--- config.mk ---
export PLATFORM = sky130hd
export DESIGN_NAME = spart_bus_ctrl
export DESIGN_NICKNAME = d
export VERILOG_FILES = /design/src/rtl/spart_bus_ctrl.sv
export SDC_FILE = /design/constraint.sdc
export NUM_CORES = 1
export LEC_CHECK = 0
export ABC_AREA = 0
export ABC_CLOCK_PERIOD_IN_PS = 2700
export CAP_MARGIN = 0
export CORE_MARGIN = 3
export CORE_UTILIZATION = 50
export DETAILED_ROUTE_END_ITERATION = 12
export PLACE_DENSITY = 0.74
export RECOVER_POWER = 25
export SYNTH_ARGS = -nofsm -noshare
export SYNTH_HDL_FRONTEND = slang
export SYNTH_SLANG_ARGS = --single-unit
--- constraint.sdc ---
create_clock -name clk -period 2.7 [get_ports clk]
set_clock_uncertainty 0.15 [all_clocks]
set_input_delay 0.405 -clock clk [delete_from_list [all_inputs] [get_ports clk]]
set_output_delay 0.405 -clock clk [all_outputs]
set_load 0.1 [all_outputs]
--- src/rtl/spart_bus_ctrl.sv ---
// SPART processor-side controller: bus register decode, rx/tx handshakes and the
// programmable 16x baud-rate tick generator.
module spart_bus_ctrl #(
   parameter logic [15:0] DEFAULT_DIV = 16'd162
) (
   input  logic       clk,
   input  logic       rst,
   input  logic       iocs,
   input  logic       iorw,
   input  logic [1:0] ioaddr,
   input  logic [7:0] databus_in,
   output logic [7:0] databus_out,
   output logic       databus_oe,
   input  logic       rda,
   input  logic [7:0] rx_data,
   output logic       clr_rda,
   input  logic       tbr,
   output logic [7:0] tx_data,
   output logic       tx_load,
   output logic       brg_en
);

   typedef enum logic [0:0] {StIdle, StHold} state_e;

   state_e      state_q, state_d;
   logic [7:0]  dout_q, dout_d;
   logic        oe_q, oe_d;
   logic        clr_q, clr_d;
   logic [7:0]  txd_q, txd_d;
   logic        ld_q, ld_d;
   logic        brg_q, brg_d;
   logic        ovf_q, ovf_d;
   logic [7:0]  shadow_q, shadow_d;
   logic [15:0] div_q, div_d;
   logic [15:0] cnt_q, cnt_d;
   logic        div_wr;

   // Bus FSM: one action per iocs assertion, taken on the IDLE->HOLD edge.
   always_comb begin
      state_d  = state_q;
      dout_d   = dout_q;
      oe_d     = 1'b0;
      clr_d    = 1'b0;
      txd_d    = txd_q;
      ld_d     = 1'b0;
      ovf_d    = ovf_q;
      shadow_d = shadow_q;
      div_d    = div_q;
      div_wr   = 1'b0;

      unique case (state_q)
         StIdle: begin
            if (iocs) begin
               state_d = StHold;
               oe_d    = iorw;
               if (iorw) begin
                  unique case (ioaddr)
                     2'b00: begin
                        dout_d = rx_data;
                        clr_d  = rda;
                     end
                     2'b01: begin
                        dout_d = {5'b0, ovf_q, tbr, rda};
                        ovf_d  = 1'b0;
                     end
                     2'b10: dout_d = div_q[7:0];
                     2'b11: dout_d = div_q[15:8];
                  endcase
               end else begin
                  unique case (ioaddr)
                     2'b00: begin
                        if (tbr) begin
                           txd_d = databus_in;
                           ld_d  = 1'b1;
                        end else begin
                           ovf_d = 1'b1;
                        end
                     end
                     2'b01: ;
                     2'b10: shadow_d = databus_in;
                     2'b11: begin
                        div_d  = {databus_in, shadow_q};
                        div_wr = 1'b1;
                     end
                  endcase
               end
            end
         end
         StHold: begin
            if (iocs) begin
               oe_d = oe_q;
            end else begin
               state_d = StIdle;
            end
         end
      endcase
   end

   // Baud generator; a divisor-high write overrides a coincident terminal count.
   always_comb begin
      brg_d = 1'b0;
      cnt_d = cnt_q;
      if (div_wr) begin
         cnt_d = div_d;
      end else if (div_q == 16'd0) begin
         cnt_d = 16'd0;
      end else if (cnt_q == 16'd0) begin
         brg_d = 1'b1;
         cnt_d = div_q;
      end else begin
         cnt_d = cnt_q - 16'd1;
      end
   end

   always_ff @(posedge clk or negedge rst) begin
      if (!rst) begin
         state_q  <= StIdle;
         dout_q   <= 8'h00;
         oe_q     <= 1'b0;
         clr_q    <= 1'b0;
         txd_q    <= 8'h00;
         ld_q     <= 1'b0;
         brg_q    <= 1'b0;
         ovf_q    <= 1'b0;
         shadow_q <= 8'h00;
         div_q    <= DEFAULT_DIV;
         cnt_q    <= DEFAULT_DIV;
      end else begin
         state_q  <= state_d;
         dout_q   <= dout_d;
         oe_q     <= oe_d;
         clr_q    <= clr_d;
         txd_q    <= txd_d;
         ld_q     <= ld_d;
         brg_q    <= brg_d;
         ovf_q    <= ovf_d;
         shadow_q <= shadow_d;
         div_q    <= div_d;
         cnt_q    <= cnt_d;
      end
   end

   assign databus_out = dout_q;
   assign databus_oe  = oe_q;
   assign clr_rda     = clr_q;
   assign tx_data     = txd_q;
   assign tx_load     = ld_q;
   assign brg_en      = brg_q;

endmodule

# --- After elaboration in Yosys (flattened, before gate mapping) ---
# Index checks and enable logic that the tools add are counted.
totals:
  regBits: 62
  in_bits: 24
  wordCells: 60
op_classes:
  addsub: 1
  eq_ne: 6
  mux: 32
  bitwise_logic: 2
  reduce_logical: 8
ops:
  columns: ["op", "n"]
  rows:
  - ["$mux 16", 7]
  - ["$logic_not 16->1", 2]
  - ["$pmux 8 s4", 1]
  - ["$mux 1", 23]
  - ["$sub 16x1->16 const B", 1]
  - ["$reduce_and 5->1", 2]
  - ["$eq 2x2->1 const B", 2]
  - ["$ne 2x2->1 const B", 2]
  - ["$reduce_and 4->1", 1]
  - ["$reduce_and 3->1", 1]
  - ["$eq 2x1->1 const B", 1]
  - ["$logic_not 2->1", 1]
  - ["$ne 2x1->1 const B", 1]
  - ["$not 1->1", 2]
  - ["$pmux 1 s2", 1]
  - ["$reduce_bool 2->1", 1]

# --- Logic depth before layout (Yosys ltp) ---
depth:
  word_depth: 6
  ltp_mapped: 8
  depth_no_buf: 7

# --- Least setup slack after synthesis ---
# No wires, ideal clock.
synth_path:
  path_type: "register to register"
  from: "register cnt_q[0]"
  to: "register cnt_q[10]"
  setup_time_ns: 0.133
  t_arrival_ns: 1.775
  required_time_ns: 2.417
  path_slack_ns: 0.642
  path_stages_with_launch: 8
  period_less_slack_ns: 2.058
  path_cell_list: "dfrtp_1 > inv_1 > ha_1 > or2b_2 > nand2b_1 > nor4_4 > mux2i_1 > o21ai_1"
synth_via:
  elab_chain_cells: 4
  word_cells_on_any_way: 5
  cone_classes: "add/sub (1); mux (3); reduce/logical (1)"
synth_lines:
  columns: ["item", "line", "rtl"]
  rows:
  - ["from (decl)", "35", "logic [15:0] cnt_q, cnt_d;"]
  - ["from (signal assigned)", "139", "cnt_q <= cnt_d;"]
  - ["$sub 16x1->16 / $logic_not 16->1 (equally long branches)", "111, 107", null]
  - ["$mux 16 *", "107", "end else if (cnt_q == 16'd0) begin"]
  - ["$mux 16 *", "105", "end else if (div_q == 16'd0) begin"]
  - ["$mux 16 *", "103", "if (div_wr) begin"]
  - ["via cnt_d[10]", "35", null]
# The timed path passes the listed nets; every way through them passes the cells marked *.
# A chain may end at the register's enable or synchronous reset.

# --- Worst setup path after layout ---
layout_path:
  from: "register cnt_q[0]"
  to: "register cnt_q[8]"
# The elaborated chain is that of the path after synthesis.

==> flow_metrics.tcl <==
set metrics [dict create \
    seq_power_share_pct 39.4 \
    fin_nets 367 \
    die_w_um 83.3 \
    dp_hpwl_um 5120 \
    clk_latency_ps 340 \
    utilization_pct 65.9 \
    maxCapViolations 0 \
    cts_tree "done" \
    min-delay-start "databus_out[5]" \
    min_period_over_period_pct 88.7 \
    synth_top_cells_by_area "dfrtp_1, mux2_2, nand2_1, dfstp_2, o21ai_0" \
    crit_chain "inv_1, ha_1, or2b_2, nand2b_1, nor4_4, mux2i_1, o21ai_1" \
    wl_um 6910 \
    crit_fanout 6 \
    ys.flop_type "dfrtp_1" \
    tightest_slew_ps 1480 \
    grt_max_degree 63 \
    yosys.cell_types.count 44 \
    finalPower_mw 3.73 \
    cp.depth 7 \
    grt_first_pass_wirelength_um 11600 \
    antenna_found_initial 0 \
    ys.warnings.count 0 \
    core-area_um2 5640 \
    crit_type "register to register" \
    cp-start-kind "register" \
    cts_setup_buffers 0 \
    ctsResizeCount 0 \
    reg2regPathDepth 7 \
    io_buffer_count 43 \
    die-area_um2 6940 \
    clkPwrFrac_pct 22.7 \
    drtIter0Drc 141 \
    cts_hold_buf 0 \
    synth.net_count 309 \
    async_flop_share_pct 100 \
    setup_viol 0 \
    clk_pin_slew_ps 70 \
    fmax_mhz 418 \
    critPathBufInv 1 \
    status "finished clean" \
    rsz0062_at_grt "false" \
    ios 44 \
    synth_edf_count 0 \
    critical_path.top_delay_family "simple AND/OR/NAND/NOR gates" \
    power_switching_mw 1.49 \
    firstDrtPassIters 6 \
    syn-instance-count 283 \
    h-tree-depth 3 \
    syn_avg_cell_area_um2 10.6 \
    syn_area_um2 2990 \
    peakVddDrop_mv 0.532 \
    vias 2305 \
    rrSetupSlack_ps 310 \
    synth_area_leader_cell "dfrtp_1" \
    rows 27 \
    grt_pass1_vias 2326 \
    reg2reg_from "cnt_q[0]" \
    ys_seq_area_share_pct 52.2 \
    clockRootBuffer "clkbuf_8" \
    switching_share_pct 40.0 \
    syn_to_final_growth_pct 24.4 \
    crit_slowest_cell "nor4_4" \
    initial_core_util_pct 53.0 \
    r2r_end "cnt_q[8]" \
    die_h_um 83.3 \
    wire_per_inst_um 16.5 \
    vias_per_cell 5.51 \
    ant_nets 0 \
    end_kind "register" \
    synth_top_area_share_pct 46.9 \
    required_ps 2770 \
    slew_viol_final 0 \
    hold_class "register to register" \
    cts-buffers-inserted 9 \
    final-hold-violation-count 0 \
    p_int_mw 2.24 \
    numClockSinks 62 \
    combinationalPowerShare_pct 37.8 \
    crit_arrival_ps 2470 \
    clk_path_buf_depth 2 \
    power.density_nw_per_um2 1000 \
    finalCriticalPeriod_ps 2390 \
    totalNegativeSetupSlack_ps 0 \
    antenna_cells 0 \
    min_to "databus_out[5]" \
    grt_usage_pct 21.1 \
    drc 0 \
    max_stage_delay_ps 510 \
    layout-drive-gt1-share_pct 26.0 \
    ys_seq_elements 62 \
    p_leak_nw 1.71 \
    min_path_cells 2 \
    place_congestion 0.805 \
    relSlewSlack_pct 1.29 \
    grt_overflow 0 \
]
==> cell families after synthesis <==
| logic type | synth area share [%] |
|---|---|
| buffers and inverters | 1.97 |
| adders and majority gates | 0.837 |
| xor gates and xnor gates | 2.93 |
| muxes | 13.7 |
| AOI/OAI and AO/OA | 9.38 |
| and+or+nand+nor | 19.1 |
| DFF | 52.2 |
==> synth_stat cells (3+ instances only) <==
cell type and number:
dfrtp_1 56, clkbuf_1 6, o21ai_0 18, a31oi_1 3, o21ai_1 5, dfstp_2 6
a21oi_1 4, nand4_1 5, mux2_2 24, nor3_1 3, nor4_1 7, a22oi_1 6
inv_1 4, o31ai_1 4, nor2_1 12, mux2i_1 7, xnor2_1 8, mux4_2 3
nand2_1 67, nand3_1 3
==> worst reg2reg max path: stages (launching register included) <==
cell      delay [ps]
dfrtp_1          420
inv_1            100
ha_1             180
or2b_2           340
nand2b_1         230
nor4_4           510
mux2i_1          280
o21ai_1           80
==> layout by cell type (no fill, tap or decap), drive strengths merged, types with 3 or more instances in the layout <==
cell	n
mux4	3
nand2	68
clkbuf	14
a31oi	3
xnor2	8
clkdlybuf4s50	21
a21oi	4
dfrtp	56
mux2	24
o31ai	4
o21ai	24
nand3	3
nor4	9
buf	33
inv	4
nand4	5
nor2	12
mux2i	7
nor3	3
dfstp	6
a22oi	6
==> flip-flops by register name (all words and copies together) (netlist names) <==
register     flops
tx_load          1
state_q          1
databus_oe       1
ovf_q            1
databus_out      8
tx_data          8
shadow_q         8
div_q           16
clr_rda          1
brg_en           1
cnt_q           16
==> layout make-up <==
class	instances	area, um^2
clock inverter	3	42.5
sequential	62	1560
inverter	4	15.0
timing repair buffer	56	470
fill	471	1930
tap	72	90.1
multi-input combinational	208	1370
clock buffer	13	169
==> per-layer routing <==
layer / global-route usage (%) / wire [um] / up-vias
met5: 0 / 0 / -
met4: 8.62 / 148 / 0
met3: 4.46 / 231 / 16
met2: 33.6 / 3370 / 53
met1: 28.2 / 3160 / 1113
li1: - / - / 1123
==> how the worst max path moves through the flow <==
stage	from	endpoint	slack [ps]
2_1_floorplan	cnt_q[0]	cnt_q[10]	640
3_3_place_gp	ioaddr[0]	tx_data[5]	360
3_5_place_dp	ioaddr[0]	tx_data[1]	240
4_1_cts	cnt_q[0]	cnt_q[9]	310
5_1_grt	cnt_q[0]	cnt_q[9]	170
6_report	cnt_q[0]	cnt_q[8]	310
==> through the flow <==
stage / hold WS (ps) / setup slack [ps] / area (um^2) / std cells
4_1_cts: 96.9 / 309 / 3720 / 418
6_report: 343 / 306 / 3720 / 418
5_1_grt: 359 / 172 / 3720 / 418
3_5_place_dp: 334 / 239 / 3510 / 402
3_3_place_gp: 316 / 359 / 3510 / 402
2_1_floorplan: -40.6 / 642 / 2990 / 283
==> power by group through the flow <==
| stage | Sequential (mW) | Combinational, mW | Clock (mW) |
|---|---|---|---|
| 2_1_floorplan | 1.77 | 0.737 | 0 |
| 3_3_place_gp | 1.47 | 1.38 | 0 |
| 3_5_place_dp | 1.48 | 1.41 | 0 |
| 4_1_cts | 1.47 | 1.42 | 0.866 |
| 5_1_grt | 1.50 | 1.54 | 0.901 |
| 6_report | 1.47 | 1.41 | 0.848 |
Power figures use the tool's default switching activity.
